`src/rtl/pack_serializer.sv`:
```
`default_nettype none
// ============================================================================
// Module      : pack_serializer
// Description : Read stage of the memory_pack ping-pong buffer. Once a whole
//               packet is available it walks the buffer read address and
//               emits a valid/ready serial stream (optional preamble, then
//               SIZE_BIT_PACK payload bits), then pulses o_pack_done.
//               Build option PACK_SERIALIZER_PREAMBLE_EN: when defined, a
//               SIZE_PREAMBLE-bit PREAMBLE pattern (MSB first) leads every
//               packet; when undefined a single PRIME cycle replaces it.
// Revision    : 1.0 - initial release
// ============================================================================
module pack_serializer #(
  parameter int                       SIZE_BIT_PACK    = 1976,
  parameter int                       SIZE_PREAMBLE    = 32,
  parameter logic [SIZE_PREAMBLE-1:0] PREAMBLE         = 32'h1ACF_FC1D,
  parameter int                       SIZE_ADDR_OUTPUT = $clog2(SIZE_BIT_PACK)
) (
  input  logic                      i_clk,
  input  logic                      i_reset,
  input  logic                      i_pack_ready,
  output logic                      o_pack_done,
  output logic [SIZE_ADDR_OUTPUT:0] o_addr_pack_out,
  input  logic                      i_mem_data,
  output logic                      o_data,
  output logic                      o_valid,
  input  logic                      i_ready,
  output logic                      o_busy
);

  localparam int            AW         = SIZE_ADDR_OUTPUT + 1;
  localparam logic [AW-1:0] C_BIT_LAST = AW'(SIZE_BIT_PACK - 1);
  // A packet is only started when the preamble configuration is coherent.
  localparam bit            C_CFG_OK   = (SIZE_PREAMBLE >= 1) &&
                                         ($bits(PREAMBLE) == SIZE_PREAMBLE);

  typedef enum logic [2:0] {
    S_IDLE     = 3'd0,
    S_PREAMBLE = 3'd1,
    S_PRIME    = 3'd2,
    S_PAYLOAD  = 3'd3,
    S_DONE     = 3'd4
  } state_t;

  state_t        state_q;
  logic [AW-1:0] bit_idx_q;
  logic          valid_q;
  logic          done_q;
  logic          busy_q;
  logic          data_last_q;
  logic          w_xfer;

`ifdef PACK_SERIALIZER_PREAMBLE_EN
  localparam int             PCW        = $clog2(SIZE_PREAMBLE + 1);
  localparam logic [PCW-1:0] C_PRE_LAST = PCW'(SIZE_PREAMBLE - 1);

  logic [SIZE_PREAMBLE-1:0] pre_sr_q;
  logic [PCW-1:0]           pre_cnt_q;
`endif

  assign w_xfer      = valid_q & i_ready;
  assign o_valid     = valid_q;
  assign o_pack_done = done_q;
  assign o_busy      = busy_q;

  // Look one bit ahead on a payload transfer so the 1-cycle BRAM read lands
  // exactly when the next bit is needed; otherwise keep re-reading bit_idx.
  always_comb begin
    o_addr_pack_out = bit_idx_q;
    if ((state_q == S_PAYLOAD) && w_xfer) begin
      o_addr_pack_out = bit_idx_q + AW'(1);
    end
  end

  // Serial bit source: preamble MSB, live memory bit, or the last bit sent.
  always_comb begin
    o_data = data_last_q;
`ifdef PACK_SERIALIZER_PREAMBLE_EN
    if (state_q == S_PREAMBLE) begin
      o_data = pre_sr_q[SIZE_PREAMBLE-1];
    end
`endif
    if (state_q == S_PAYLOAD) begin
      o_data = i_mem_data;
    end
  end

  // Packet sequencing FSM with registered valid/done/busy outputs.
  always_ff @(posedge i_clk or posedge i_reset) begin
    if (i_reset) begin
      state_q     <= S_IDLE;
      bit_idx_q   <= '0;
      valid_q     <= 1'b0;
      done_q      <= 1'b0;
      busy_q      <= 1'b0;
      data_last_q <= 1'b0;
`ifdef PACK_SERIALIZER_PREAMBLE_EN
      pre_sr_q    <= '0;
      pre_cnt_q   <= '0;
`endif
    end else begin
      done_q <= 1'b0;
      if (valid_q) begin
        data_last_q <= o_data;
      end
      case (state_q)
        S_IDLE: begin
          if (i_pack_ready && C_CFG_OK) begin
            bit_idx_q <= '0;
            busy_q    <= 1'b1;
`ifdef PACK_SERIALIZER_PREAMBLE_EN
            pre_sr_q  <= PREAMBLE;
            pre_cnt_q <= '0;
            valid_q   <= 1'b1;
            state_q   <= S_PREAMBLE;
`else
            state_q   <= S_PRIME;
`endif
          end
        end
`ifdef PACK_SERIALIZER_PREAMBLE_EN
        S_PREAMBLE: begin
          if (w_xfer) begin
            pre_sr_q  <= pre_sr_q << 1;
            pre_cnt_q <= pre_cnt_q + PCW'(1);
            if (pre_cnt_q == C_PRE_LAST) begin
              state_q <= S_PAYLOAD;
            end
          end
        end
`endif
        S_PRIME: begin
          valid_q <= 1'b1;
          state_q <= S_PAYLOAD;
        end
        S_PAYLOAD: begin
          if (w_xfer) begin
            if (bit_idx_q == C_BIT_LAST) begin
              bit_idx_q <= '0;
              valid_q   <= 1'b0;
              done_q    <= 1'b1;
              state_q   <= S_DONE;
            end else begin
              bit_idx_q <= bit_idx_q + AW'(1);
            end
          end
        end
        S_DONE: begin
          busy_q  <= 1'b0;
          state_q <= S_IDLE;
        end
        default: begin
          valid_q <= 1'b0;
          busy_q  <= 1'b0;
          state_q <= S_IDLE;
        end
      endcase
    end
  end

endmodule
`default_nettype wire
```
`config.mk`:
```
export PLATFORM = sky130hd
export DESIGN_NAME = pack_serializer
export DESIGN_NICKNAME = d
export VERILOG_FILES = /design/src/rtl/pack_serializer.sv
export SDC_FILE = /design/constraint.sdc
export NUM_CORES = 1
export LEC_CHECK = 0
export ABC_AREA = 1
export BUFFER_PORTS_ARGS = -buffer_cell sky130_fd_sc_hd__buf_2
export CAP_MARGIN = 0
export CORE_ASPECT_RATIO = 1.5
export CORE_UTILIZATION = 30
export CTS_BUF_LIST = sky130_fd_sc_hd__clkbuf_4
export DETAILED_ROUTE_END_ITERATION = 6
export GPL_TIMING_DRIVEN = 0
export PLACE_DENSITY = 0.5
export SLEW_MARGIN = 10
export SYNTH_ARGS = -nofsm -noshare
export SYNTH_HDL_FRONTEND = slang
export SYNTH_SLANG_ARGS = --single-unit
```
`constraint.sdc`:
```
create_clock -name i_clk -period 1.4 [get_ports i_clk]
set_input_delay 0.14 -clock i_clk [delete_from_list [all_inputs] [get_ports i_clk]]
set_output_delay 0.14 -clock i_clk [all_outputs]
set_load 0.05 [all_outputs]
```
== Word level (Yosys, flattened, before mapping) ==
Index checks and enable logic that the tools add are counted.
Storage, ports and cells
  word-level logic and storage cells: 44
  register bits after elaboration: 19
  output and inout port bits: 16
Operators by class
  bitwise logic cells: 3
  reductions and logical operators: 9
  mux-type cells: 18
  equal/unequal tests: 7
  add/subtract/negate cells: 1
Operators by type and width (number)
  2-to-1 mux 12 bit: 4
  one-hot mux 12 bit (2 select lines): 1
  adder 12 x 1 -> 12 bit (second input constant): 1
  equality test 12 x 11 -> 1 bit (second input constant): 1
  2-to-1 mux 3 bit: 3
  one-hot mux 3 bit (3 select lines): 1
  AND reduction 3 bit: 3
  2-to-1 mux 1 bit: 7
  equality test 3 x 2 -> 1 bit (second input constant): 2
  inequality test 2 bit (second input constant): 2
  OR reduction 2 bit: 2
  equality test 3 bit (second input constant): 1
  zero test 3 bit: 1
  one-hot mux 1 bit (3 select lines): 1
  inequality test 2 x 1 -> 1 bit (second input constant): 1
  NOT 1 bit: 2
  one-hot mux 1 bit (2 select lines): 1
  AND reduction 2 bit: 1
  nonzero test 2 bit: 1
  bitwise AND 1 bit: 1
  logical AND 1 bit: 1

== Longest topological paths before layout ==
  depth in word-level cells: 4
  gate-level depth with buffers: 8
  gate-level depth less buffers: 8

== Worst setup path after synthesis ==
No wires, ideal clock.
  path kind: register -> output
  start point: reg valid_q (netlist: o_valid)
  end point: out o_addr_pack_out[10]
  stages on the path, launching flop included: 6
  data arrival time: 2.102 ns
  path slack: -0.842 ns
  buffers on the path: 0
  cell sequence: dfrtp_1 > nand2_1 > inv_2 > nand2_4 > inv_2 > o21ai_0
Between the ends
  word-level cells in the longest chain between the ends: 3
RTL lines
  start, declared: line 47  | logic valid_q;
  start signal, assigned: line 93  | valid_q <= 1'b0;
  start signal, assigned: line 133  | valid_q <= 1'b1;
  start signal, assigned: line 140  | valid_q <= 1'b0;
  bitwise AND 1 bit: line 61  | assign w_xfer = valid_q & i_ready;
  logical AND 1 bit: line 70  | if ((state_q == S_PAYLOAD) && w_xfer) begin
  2-to-1 mux 12 bit: line 70
  end, declared: line 23  | output logic [SIZE_ADDR_OUTPUT:0] o_addr_pack_out,
Every way passes these cells.

== Worst setup path in the final report ==
  start point: reg bit_idx_q[1]
  end point: out o_addr_pack_out[10]
Between the ends
  word-level cells in the longest chain between the ends: 2
RTL lines
  start, declared: line 46  | logic [AW-1:0] bit_idx_q;
  start signal, assigned: line 144  | bit_idx_q <= bit_idx_q + AW'(1);
  adder 12 x 1 -> 12 bit: line 71  | o_addr_pack_out = bit_idx_q + AW'(1);
  2-to-1 mux 12 bit: line 70
Every way passes these cells.

==> results by group <==
Critical path
  • Most frequent cell on the critical path: nand2_2
  • Critical Path RT: 1260 ps
  • Setup crit end kind: primary output
  • Worst Path Buf+Inv: 3
  • Crit path to: o_addr_pack_out[10]
  • Reg-to-reg startpoint: bit_idx_q[1]
  • Worst path slowest cell: dfrtp_2
  • Worst r2r dst: bit_idx_q[10]
  • Crit path cell chain: ha_4 > buf_4 > buf_6 > nand3_2 > nand2_2 > nand2_2 > nand2_2 > o21ai_4 > buf_6
  • CP max FO: 4
  • Kind of critical path: reg2out
  • WP depth: 9
  • Crit path from: bit_idx_q[1]
  • Reg-to-reg setup timing slack: -340 ps
  • Reg2Reg Depth: 11
  • Worst Path Arrival: 1650 ps
  • Worst setup SP type: flop
  • Crit path largest cell delay: 460 ps
  • Delay-heaviest family, CP: flip-flops

STA
  • Final hold viol count: 0
  • Unrepaired setup endpoints after global routing: yes
  • Final setup fails: 22
  • Rel. slew slack: 0.4650
  • Final period util: 1.281
  • Worst slew pin tran: 801.6 ps
  • Max-slew violation count: 0
  • Max Fclk: 0.5575 GHz
  • Min Hold Slack: 82.39 ps
  • Setup ws final: -393.6 ps
  • Worst clock skew: 4.885 ps
  • Final worst path period need: 1794 ps

Clock tree
  • Worst-Skew Late Latency: 310 ps
  • Root Buffer: clkbuf_4
  • H-Tree Depth: 1
  • Clk pin slew, worst setup/hold paths: 120 ps
  • Inserted Clock Buffers: 3
  • Longest Clk Path Bufs: 2
  • Clk sink count: 19
  • CTS tree: built

Yosys
  • Yosys top cell area share: 0.4064
  • Synth Cell Area: 1170 um^2
  • Largest area contributor in the netlist: dfrtp_1
  • Largest cells by area after synthesis: dfrtp_1 41%, nand2_1 19%, o21ai_1 5.6%
  • Combinational family with the most area after synthesis: simple AND/OR/NAND/NOR gates
  • Synthesized netlist cell count: 162
  • Post-synthesis mux area share: 0
  • Post-Synth Simple-Gate Area: 0.3701
  • Seq/Total Area, Yosys: 0.4064
  • XOR/XNOR Fraction of Synth Area: 0.03743
  • Synth top cells by count: 59 x nand2_1, 19 x dfrtp_1, 16 x inv_1
  • Synth Area per Inst: 7.221 um^2
  • Synth Area in Adders: 0.01070
  • Count of different cell masters after synthesis: 22
  • Syn. warnings: 0
  • Synth Register Bits: 19
  • Post-synth EDFFs: 0
  • Net Count, Synth: 168
  • Async S/R FF share, synth: 1.000
  • Synth Flop Type: dfrtp_1
  • Synth Area in Compound Gates: 0.1070
  • Most frequent cell after synthesis: nand2_1

Global routing
  • Initial antenna violation count: 0
  • Gr usage total: 0.2006
  • GRT Residual Overflow: 0
  • Vias in the first global route: 1348
  • First-pass GRT wire length: 6.037 mm
  • Largest net degree at the start of global routing: 20

Routing
  • Initial drt markers: 19
  • DRT antenna net count: 0
  • DRC: 0
  • Number of vias per cell: 4.955
  • Vias: 1323
  • DRT Pass-1 Iters: 4
  • WL/cell: 13.75 um
  • Post-Route WL: 3.672 mm

Status
  • Failing checks: setup timing
  • Outcome: complete, but fails checks

Layout
  • Area grow syn2layout: 85.45%
  • Final #Nets: 231
  • Share of cells above drive strength 1: 0.6027
  • Ant. Diodes: 0

Placed design
  • Hpwl dp: 2.220 mm
  • Final GP Congestion: 0.8134
  • I/O Buffers: 20

Power
  • Clock power frac: 0.098
  • Switching Fraction: 0.4828
  • Seq pwr share: 0.248
  • Pint: 0.001625 W
  • Net Sw Power: 0.001517 W
  • Peak supply drop: 0.001156 V
  • Comb power frac: 0.654
  • Leak: 0.9655 nW
  • Pwr Total: 0.003141 W
  • Pwr dens: 1448 nW/um^2

Die
  • FP Rows: 27
  • Ports: 21
  • Die Area: 4158 um^2
  • Die width: 52.99 um
  • Starting density of the core: 0.3148
  • Die H: 78.48 um
  • CORE AREA: 3716 um^2

Min path
  • Hold-critical path depth: 3
  • Hold crit path type: in2reg

Run
  • Max cap viols: 0
-- power by group through the flow --
stage | registers, W | clock network (W) | logic [W]
floorplan | 0.000894 | 0 | 0.000926
global placement | 0.000816 | 0 | 0.00124
detailed placement | 0.000824 | 0 | 0.00125
CTS | 0.000782 | 0.000320 | 0.00193
global route | 0.000794 | 0.000345 | 0.00220
finish | 0.000780 | 0.000307 | 0.00205
-- worst min path at each step --
stage                         end  slack, ps    startpoint
finish                 state_q[1]         80  i_pack_ready
floorplan           bit_idx_q[10]         90       i_reset
global placement           o_busy        320       i_reset
detailed placement   bit_idx_q[1]        330       i_reset
CTS                    state_q[1]         70  i_pack_ready
global route           state_q[1]        120  i_pack_ready
-- tightest hold or removal path, stage by stage --
cell and delay, ps:
buf_2 90, o21ai_0 70, nand2_1 60
-- layout make-up --
type                            instances  area (um^2)
Multi-Input combinational cell        123        972.2
Fill cell                             344         1546
Inverter                               20        92.59
Clock buffer                            3        22.52
Tap cell                               43        53.80
Buffer                                  1        15.01
Clock inverter                          1        5.005
Sequential cell                        19        484.2
Timing Repair Buffer                   56        513.0
Timing Repair inverter                  1        11.26
-- cell families (layout without fill, tap and decap cells) --
kind of cell,count (synthesis),in the layout
buffers and inverters,21,82
AND/OR/NAND/NOR,92,93
adder cells (fa/ha/maj),1,1
XOR/XNOR,5,5
AO/OA/AOI/OAI,24,24
flip-flops,19,19
-- cell usage in the layout, fill, tap and decap left out, types with 4 or more instances in the layout --
cell type  instances
buf_2              7
dfrtp_2            7
nor2_2             5
buf_6             18
nand3_2            4
buf_4             27
nand4_1            4
nand3_1            4
nand2_2           15
nand2_1           41
inv_1             16
dfrtp_1           12
nand2_4            4
o21ai_4            7
o21ai_2           10
nor2_4             5
-- metal layers --
layer / vias to the layer above / part of all wire / wire length [um] / GRT usage
met5: - / 0 / 0 / 0
met2: 26 / 0.59 / 2161 / 0.3785
met1: 643 / 0.36 / 1339 / 0.2120
met4: 0 / 0.026 / 94 / 0.07895
li1: 645 / - / - / -
met3: 9 / 0.021 / 77 / 0.02519
-- repair_timing --
item | CTS | global route
pin swaps | 14 | 15
hold endpoints to repair | 19 | 0
setup buffers | 26 | 9
endpoints found under the setup margin | 27 | 29
resized for setup | 63 | 29
hold buffers | 1 | 0
gates cloned | 3 | 0
-- registers in the layout, indices dropped and copies added, names as in the netlist --
register     count
data_last_q      1
state_q          3
o_pack_done      1
bit_idx_q       12
o_valid          1
o_busy           1
-- per-stage QoR --
stage | setup WS (ps) | std cells | setup TNS [ps] | util | instance area (um^2)
3_3_place_gp | -232.0 | 225 | -2027 | 0.4003 | 1488
5_1_grt | -506.9 | 267 | -6529 | 0.5838 | 2170
3_5_place_dp | -247.9 | 225 | -2402 | 0.4003 | 1488
6_report | -393.6 | 267 | -4649 | 0.5838 | 2170
4_1_cts | -386.9 | 259 | -4621 | 0.5370 | 1996
2_1_floorplan | -111.3 | 162 | -555.6 | - | 1334
Note: power is estimated with default switching activity, not from simulation.
